### config.mk
export PLATFORM = sky130hd
export DESIGN_NAME = serial_bit_feeder_flat
export DESIGN_NICKNAME = d
export VERILOG_FILES = /design/src/rtl/serial_bit_feeder_if.sv /design/src/rtl/serial_bit_feeder.sv /design/src/flat_wrapper.sv
export SDC_FILE = /design/constraint.sdc
export NUM_CORES = 1
export LEC_CHECK = 0
export BUFFER_PORTS_ARGS = -buffer_cell sky130_fd_sc_hd__buf_4
export CAP_MARGIN = 20
export CORE_MARGIN = 1
export CORE_UTILIZATION = 50
export DETAILED_ROUTE_END_ITERATION = 6
export PLACE_DENSITY = 0.72
export SYNTH_ARGS = -nofsm -noshare
export SYNTH_HDL_FRONTEND = slang
export SYNTH_SLANG_ARGS = --single-unit
export TNS_END_PERCENT = 50
### constraint.sdc
create_clock -name clk -period 5.45 [get_ports clk]
set_input_delay 0.2725 -clock clk [delete_from_list [all_inputs] [get_ports clk]]
set_output_delay 0.2725 -clock clk [all_outputs]
set_load 0.01 [all_outputs]
### src/rtl/serial_bit_feeder_if.sv
// Word-in / bit-out bundle between a word source and serial_bit_feeder.
interface serial_bit_feeder_if #(
  parameter int WIDTH = 8
) ();
  logic [WIDTH-1:0] din;
  logic             din_valid;
  logic             din_ready;
  logic             hold;
  logic             x;
  logic             x_valid;
  logic             frame_start;
  logic [15:0]      words_sent;

  modport master (
    output din, din_valid, hold,
    input  din_ready, x, x_valid, frame_start, words_sent
  );

  modport slave (
    input  din, din_valid, hold,
    output din_ready, x, x_valid, frame_start, words_sent
  );
endinterface

### src/rtl/serial_bit_feeder.sv
// Parallel-to-serial feeder: WIDTH-bit words in over valid/ready, one bit per
// clock out on x, with a one-word pending buffer so words stream gap-free.
//
// state | meaning
// IDLE  | no word in flight, x_valid low
// SHIFT | shreg holds a word, bit bitcnt is on x
module serial_bit_feeder #(
  parameter int WIDTH     = 8,
  parameter bit MSB_FIRST = 1'b1
) (
  input logic           clk,
  input logic           rst,
  serial_bit_feeder_if.slave bus
);
  localparam int CW = (WIDTH > 2) ? $clog2(WIDTH) : 1;
  localparam logic [CW-1:0] LAST = CW'(WIDTH - 1);

  typedef enum logic {IDLE = 1'b0, SHIFT = 1'b1} state_t;

  state_t           state_q, state_d;
  logic [WIDTH-1:0] shreg_q, shreg_d;
  logic [CW-1:0]    bitcnt_q, bitcnt_d;
  logic [WIDTH-1:0] pend_q, pend_d;
  logic             pend_full_q, pend_full_d;
  logic [15:0]      words_sent_q, words_sent_d;

  logic             accept;
  logic             last_edge;
  logic [WIDTH-1:0] shifted;

  assign accept    = bus.din_valid && !pend_full_q;
  assign last_edge = (state_q == SHIFT) && !bus.hold && (bitcnt_q == LAST);
  assign shifted   = MSB_FIRST ? {shreg_q[WIDTH-2:0], 1'b0}
                               : {1'b0, shreg_q[WIDTH-1:1]};

  always_ff @(posedge clk or negedge rst) begin
    if (!rst) begin
      state_q      <= IDLE;
      shreg_q      <= '0;
      bitcnt_q     <= '0;
      pend_q       <= '0;
      pend_full_q  <= 1'b0;
      words_sent_q <= '0;
    end else begin
      state_q      <= state_d;
      shreg_q      <= shreg_d;
      bitcnt_q     <= bitcnt_d;
      pend_q       <= pend_d;
      pend_full_q  <= pend_full_d;
      words_sent_q <= words_sent_d;
    end
  end

  always_comb begin
    state_d      = state_q;
    shreg_d      = shreg_q;
    bitcnt_d     = bitcnt_q;
    pend_d       = pend_q;
    pend_full_d  = pend_full_q;
    words_sent_d = words_sent_q;
    case (state_q)
      IDLE: begin
        if (accept) begin
          shreg_d  = bus.din;
          bitcnt_d = '0;
          state_d  = SHIFT;
        end
      end
      SHIFT: begin
        // At the last-bit edge an accepted word bypasses pend straight into shreg.
        if (accept && !last_edge) begin
          pend_d      = bus.din;
          pend_full_d = 1'b1;
        end
        if (!bus.hold) begin
          if (bitcnt_q != LAST) begin
            shreg_d  = shifted;
            bitcnt_d = bitcnt_q + CW'(1);
          end else begin
            words_sent_d = words_sent_q + 16'd1;
            bitcnt_d     = '0;
            if (pend_full_q) begin
              shreg_d     = pend_q;
              pend_full_d = 1'b0;
            end else if (accept) begin
              shreg_d = bus.din;
            end else begin
              shreg_d = '0;
              state_d = IDLE;
            end
          end
        end
      end
      default: state_d = IDLE;
    endcase
  end

  always_comb begin
    bus.din_ready   = !pend_full_q;
    bus.x           = MSB_FIRST ? shreg_q[WIDTH-1] : shreg_q[0];
    bus.x_valid     = (state_q == SHIFT);
    bus.frame_start = (state_q == SHIFT) && (bitcnt_q == '0);
    bus.words_sent  = words_sent_q;
  end
endmodule

### src/flat_wrapper.sv
// flat-port wrapper written by rule: the top's interface ports become plain ports
module serial_bit_feeder_flat 
#(
  parameter int WIDTH     = 8,
  parameter bit MSB_FIRST = 1'b1
)
  (clk, rst, bus_din, bus_din_valid, bus_hold, bus_din_ready, bus_x, bus_x_valid, bus_frame_start, bus_words_sent);
  serial_bit_feeder_if #(.WIDTH(WIDTH)) bus_i ();
  input logic clk;
  input logic rst;
  input wire logic [$bits(bus_i.din)-1:0] bus_din;
  input wire logic [$bits(bus_i.din_valid)-1:0] bus_din_valid;
  input wire logic [$bits(bus_i.hold)-1:0] bus_hold;
  output wire logic [$bits(bus_i.din_ready)-1:0] bus_din_ready;
  output wire logic [$bits(bus_i.x)-1:0] bus_x;
  output wire logic [$bits(bus_i.x_valid)-1:0] bus_x_valid;
  output wire logic [$bits(bus_i.frame_start)-1:0] bus_frame_start;
  output wire logic [$bits(bus_i.words_sent)-1:0] bus_words_sent;
  assign bus_i.din = bus_din;
  assign bus_i.din_valid = bus_din_valid;
  assign bus_i.hold = bus_hold;
  assign bus_din_ready = bus_i.din_ready;
  assign bus_x = bus_i.x;
  assign bus_x_valid = bus_i.x_valid;
  assign bus_frame_start = bus_i.frame_start;
  assign bus_words_sent = bus_i.words_sent;
  serial_bit_feeder #(.WIDTH(WIDTH), .MSB_FIRST(MSB_FIRST)) u_core (.clk(clk), .rst(rst), .bus(bus_i));
endmodule
==> metrics.txt, run 1 <==
gp weighted congestion=0.762; number of port buffers=31; Die Y=between 60 and 70 um; final core utilization=between 60% and 70%; status=finished, final reports clean; Switching Fraction=approximately 34%; Clock Sinks=37; overall power=0.000929 W; CP Data Arrival Time=between 2000 and 2500 ps; Std-Cell Rows=21; synth unique cells=36; WL final=3570 um; crit share post-route=between 40 and 50%; Seq/Total Area, Yosys=about 50%; Setup Skew=~7 ps; CP peak stage delay=approximately 500 ps; CTS tree=built; clk_lat worst skew=280 ps; Fin Setup TNS=0 ps; P&R area growth vs syn=17.3%; YS warnings=0; Design Area, Final=2220 sq um; EDFF count, synth=0; Mapped Avg Cell Area=roughly 11 sq um; required time worst endpoint=between 5000 and 6000 ps; post-CTS setup buffers=0; vias in the first global route=1301; RSZ-0062 raised after global routing=false; Int Pwr=approximately 0.0006 W; final hold viol count=0; Ports=32; ys async rst share=100%; vias=1394; maximum clock rate=between 0.4 and 0.5 GHz; Flop pwr share=~47%; hold crit path type=input port to flop; Clock transition at path regs=about 70 ps; Critical Path Start Type=flop; VDD IR max=approximately 0.00024 V; vias per cell=about 5.4; maximum clock insertion buffer count=2; Worst Setup Path Type=flop to flop; layout cells sized above 1=between 20% and 30%; DRT iter0 DRCs=57; Num CTS Buffers=5; initial core utilization=about 55%; Pre-antenna DRT Iters=4; Logic pwr share=between 30% and 40%; CP Cell Sequence=ha_1 > ha_1 > and3b_1 > and3_1 > nand3_1 > xnor2_1; Sw Pwr=0.000318 W; placed inst area=roughly 2100 sq um; Worst Setup End Kind=flop; CP bufs+invs=0; Static Leak=between 1 and 1.5 nW; DR WL/cell=around 14 um; fin. max-slew vios=0; grt ovf=0; crit-path leading delay family=simple AND/OR/NAND/NOR gates; final setup fails=0; register bit total from synthesis=37; full die area=4030 sq um; # DRC=0; largest net degree at the start of global routing=38; Die X=about 64 um; core box area=about 3500 sq um; ANT cells=0; Nets=~230; PD cells=approximately 420 nW/um^2; Tmin final=between 2000 and 2500 ps; post-route ant nets=0; Post-Syn Instances=about 180; H-tree depth=2; crit-path most repeated cell=ha_1; Root Buffer=clkbuf_8; GRT Util Overall=a little under 20%; hold buffers post-CTS=1; Gates resized, CTS repair=0; share of total power in the clock network=a little under 20%; DP HPWL=2530 um; Max Cap Viol=0; Max stage delay cell, worst path=ha_1; Mapped Nets=~200; initial antenna violation count=0; first-pass GRT wire length=approximately 6000 um; Slew HR=a little over half; critical-path maximum fanout=18; Post-Syn Area=roughly 1900 sq um; worst slew pin tran=roughly 700 ps; Main synth FF type=dfrtp_1
routing by layer:
metal	GRT usage [%]	vias up	wire length (um)
met1	25.8	673	1630
met2	31.5	34	1740
met4	5.68	0	38
met3	4.53	5	163
li1	-	682	-
met5	0	-	0
synth_stat cells (all sizes together) (3+ instances only):
cell type	count	area [sq um]
o21ai	12	63.8
nand2b	3	26.3
inv	5	18.8
nand3b	7	52.6
nand4	4	55.1
clkbuf	4	16.3
a21oi	16	80.1
xnor2	9	78.8
nand2	17	63.8
nor2	12	45.0
ha	5	62.6
xor2	6	52.6
dfrtp	37	926
buf	5	40.0
and3	4	27.5
mux2	9	101
a31oi	7	43.8
nand3	5	25.0
power by group through the flow:
stage	clock network, W	logic (W)	registers, W
final	0.000181	0.000315	0.000434
after global routing	0.000197	0.000358	0.000447
after CTS	0.000184	0.000318	0.000434
after detailed placement	0	0.000315	0.000439
after global placement	0	0.000307	0.000433
after floorplan	0	0.000239	0.000418
cells in the final DEF, fill, tap and decap left out, types with 2 or more instances in the layout:
master	synthesis	layout
a31oi_1	7	7
inv_1	5	5
nand4_1	2	2
clkinv_2	0	2
and3_2	2	2
nand2_1	17	17
nand3b_1	7	7
buf_4	1	31
nand3_1	5	5
nor3_2	2	2
mux2_2	9	9
a21oi_1	16	16
nand4_4	2	2
xor2_1	6	6
dfrtp_1	37	37
clkbuf_8	0	5
and3_1	2	2
xnor2_1	9	9
nor2_1	12	12
o21ai_0	11	11
ha_1	5	5
nand2b_1	2	2
state kept, by name, summed over array words and instances, names as in the netlist:
register,flops
u_core.bitcnt_q,3
u_core.shreg_q,8
u_core.pend_full_q,1
u_core.pend_q,8
u_core.bus.words_sent,16
u_core.bus.x_valid,1
kinds of logic (layout without fill, tap and decap cells):
| kind of cell | count (synthesis) | count (layout) | synth area share [%] |
|---|---|---|---|
| AND/OR/NAND/NOR | 61 | 61 | 20.3 |
| buffers and inverters | 14 | 45 | 3.97 |
| multiplexers | 9 | 9 | 5.36 |
| adder cells (fa/ha/maj) | 5 | 5 | 3.31 |
| flip-flops | 37 | 37 | 48.9 |
| XOR/XNOR | 15 | 15 | 6.94 |
| AO/OA/AOI/OAI | 38 | 38 | 11.2 |
final timing paths:
kind                                        endpoint  cells past startpoint                      start  slack [ps]
max in group asynchronous           u_core.pend_q[1]                      2                        rst        4640
min reg2reg                u_core.bus.words_sent[15]                      1  u_core.bus.words_sent[15]         490
min in group asynchronous          u_core.shreg_q[6]                      2                        rst         480
min                                 u_core.pend_q[7]                      2                 bus_din[7]         250
max reg2reg                u_core.bus.words_sent[14]                      6         u_core.bitcnt_q[0]        3230
max                        u_core.bus.words_sent[14]                      6         u_core.bitcnt_q[0]        3230
through the flow:
stage                     hold slack, ps  std cells  setup slack (ps)
after global placement               259        247              3380
final                                247        256              3230
after global routing                 240        256              3080
after detailed placement             260        247              3220
after CTS                            242        256              3210
after floorplan                    -23.1        179              3690
cell type report:
cell class	count	area [sq um]
fillers	299	1250
flip-flops and latches	37	926
multi-input cells	128	891
repair buffers	32	243
clock buffers	6	72.6
well taps	46	57.6
inverters	5	18.8
clock inverters	2	10.0
No activity file was read; power rests on OpenSTA's default activity.
==> run 2, diff against run 1 <==
==> constraint.sdc (replaced) <==
create_clock -name clk -period 2.12 [get_ports clk]
set_input_delay 0.106 -clock clk [delete_from_list [all_inputs] [get_ports clk]]
set_output_delay 0.106 -clock clk [all_outputs]
set_load 0.01 [all_outputs]
==> run 2 against run 1 <==
  * Clock skew up 1.6 ps
  * Flip-flop and latch count unchanged
  * Register-to-register slack worse by 3100 ps
  * Non-clock buffer count up 5
  * Critical endpoint is now u_core.pend_q[4]
  * Design area up 1.9%
  * Largest cell class unchanged
  * Highest routed layer unchanged
  * Global-route usage up 2.2 points
==> metrics.txt, run 2 (synthesized netlist as in run 1, its figures left out) <==
most common cell after layout, fill and taps aside=dfrtp_1 (unchanged); initial core utilization=54.5% (unchanged); grt ovf=0 (unchanged); Worst Setup End Kind=flop (unchanged); crit-path most repeated cell=ha_1 (unchanged); maximum clock insertion buffer count=2 (unchanged); Slew HR=65.4% (was 53.4%); final setup fails=0 (unchanged); number of port buffers=31 (unchanged); ANT cells=0 (unchanged); Clock transition at path regs=70 ps (about the same); RSZ-0062 raised after global routing=false (unchanged); first-pass GRT wire length=6620 um (was 6170 um); vias in the first global route=1388 (was 1301); post-route ant nets=0 (unchanged); Final Non-Filler Cells=260 (was 256); Critical Path Start Type=flop (unchanged); DRT iter0 DRCs=89 (was 57); max reg flops=16 (unchanged); CP Data Arrival Time=2130 ps (was 2390 ps); flop-to-flop setup slack=160 ps (was 3230 ps); final hold viol count=0 (unchanged); Fin Hold WS=65.6 ps (was 247 ps); initial antenna violation count=0 (unchanged); largest net degree at the start of global routing=38 (unchanged); Pre-antenna DRT Iters=4 (unchanged); Setup Skew=8.64 ps (was 7.02 ps); CP peak stage delay=480 ps (was 500 ps); crit share post-route=92.7% (was 40.8%); Die X=63.5 um (unchanged); post-CTS setup buffers=0 (unchanged); Placed Cells=252 (was 247); critical-path maximum fanout=9 (was 18); required time worst endpoint=2290 ps (was 5620 ps); gp weighted congestion=0.791 (was 0.762); Root Buffer=clkbuf_8 (unchanged); Num CTS Buffers=5 (unchanged); GRT Util Overall=21.7% (was 19.5%); final core utilization=65.2% (was 64.0%); Fin Setup TNS=0 ps (unchanged); WL final=3690 um (was 3570 um); Std-Cell Rows=21 (unchanged); PD cells=1100 nW/um^2 (was 419 nW/um^2); DP HPWL=2590 um (was 2530 um); Worst Setup Path Type=flop to flop (unchanged); Die Y=63.5 um (unchanged); footprint of the multi-input gates=891 sq um (unchanged); status=finished, final reports clean (unchanged); placed inst area=2160 sq um (was 2130 sq um); hold crit path type=input port to flop (unchanged); VDD IR max=0.000644 V (was 0.000239 V); H-tree depth=2 (unchanged); CTS tree=built (unchanged); fin. max-slew vios=0 (unchanged); maximum clock rate=0.509 GHz (was 0.450 GHz); Design Area, Final=2260 sq um (was 2220 sq um); Nets=231 (was 226); clk_lat worst skew=290 ps (was 280 ps); P&R area growth vs syn=19.4% (was 17.3%); Max stage delay cell, worst path=nor3b_4 (was ha_1); worst slew pin tran=519 ps (was 698 ps); Clock Sinks=37 (unchanged); CP Cell Sequence=ha_1 > ha_1 > nor2b_1 > nor3b_4 > mux2_2 (was ha_1 > ha_1 > and3b_1 > and3_1 > nand3_1 > xnor2_1); most frequent cells in the layout=dfrtp_1, buf_4, nand2_1 (unchanged); vias=1416 (was 1394); Register Area=926 sq um (unchanged); Ports=32 (unchanged); layout cells sized above 1=29.4% (was 28.1%); vias per cell=5.45 (about the same); DR WL/cell=14.2 um (was 13.9 um); full die area=4030 sq um (unchanged); fill count=302 (was 299); # DRC=0 (unchanged); Static Leak=1.07 nW (was 1.05 nW); core box area=3470 sq um (unchanged); Max Cap Viol=0 (unchanged); Tmin final=1960 ps (was 2220 ps)
-- run 2: power breakdown --
group / internal, W / switching, W / total, W
combinational: 0.000452 / 0.000448 / 0.000900
clock: 0.000258 / 0.000229 / 0.000487
sequential: 0.000927 / 0.000160 / 0.00109
-- run 2: what timing repair did --
item                      CTS  global route
gates resized for setup     0             0
hold buffers                1             0
hold endpoints to repair   37             0
-- run 2: worst paths after layout --
| kind | startpoint | end | cells past startpoint |
|---|---|---|---|
| worst max-delay path | u_core.bitcnt_q[0] | u_core.pend_q[4] | 5 |
| worst min-delay path | bus_din[6] | u_core.pend_q[6] | 2 |
| worst max register to register | u_core.bitcnt_q[0] | u_core.pend_q[4] | 5 |
| worst min register to register | u_core.bus.words_sent[15] | u_core.bus.words_sent[15] | 1 |
| max in group asynchronous | rst | u_core.pend_q[1] | 2 |
| min in group asynchronous | rst | u_core.bitcnt_q[2] | 2 |
-- run 2: layout make-up --
| cell class | instances | area share, % |
|---|---|---|
| clock buffers | 7 | 3.82 |
| multi-input cells | 128 | 39.4 |
| well taps | 46 | 2.55 |
| inverters | 5 | 0.831 |
| repair buffers | 37 | 12.4 |
| flip-flops and latches | 37 | 41.0 |
-- run 2: worst max-delay path: cells and delay by family (launching register included) --
kind          cells  cell delay [ps]
mux               1              390
flops             1              400
simple gates      2              630
fa+ha+maj         2              420
-- run 2: per-stage QoR --
| stage | worst slack (ps) | total power (W) |
|---|---|---|
| global placement | 234 | 0.00195 |
| finish | 156 | 0.00247 |
| detailed placement | 168 | 0.00200 |
| global route | 58.1 | 0.00268 |
| floorplan | 358 | 0.00169 |
| CTS | 151 | 0.00249 |
-- run 2: layer usage --
layer	global-route usage, %	routed length [um]
met1	30.7	1720
met2	31.0	1680
met3	5.80	219
met4	9.09	61
met5	0	0
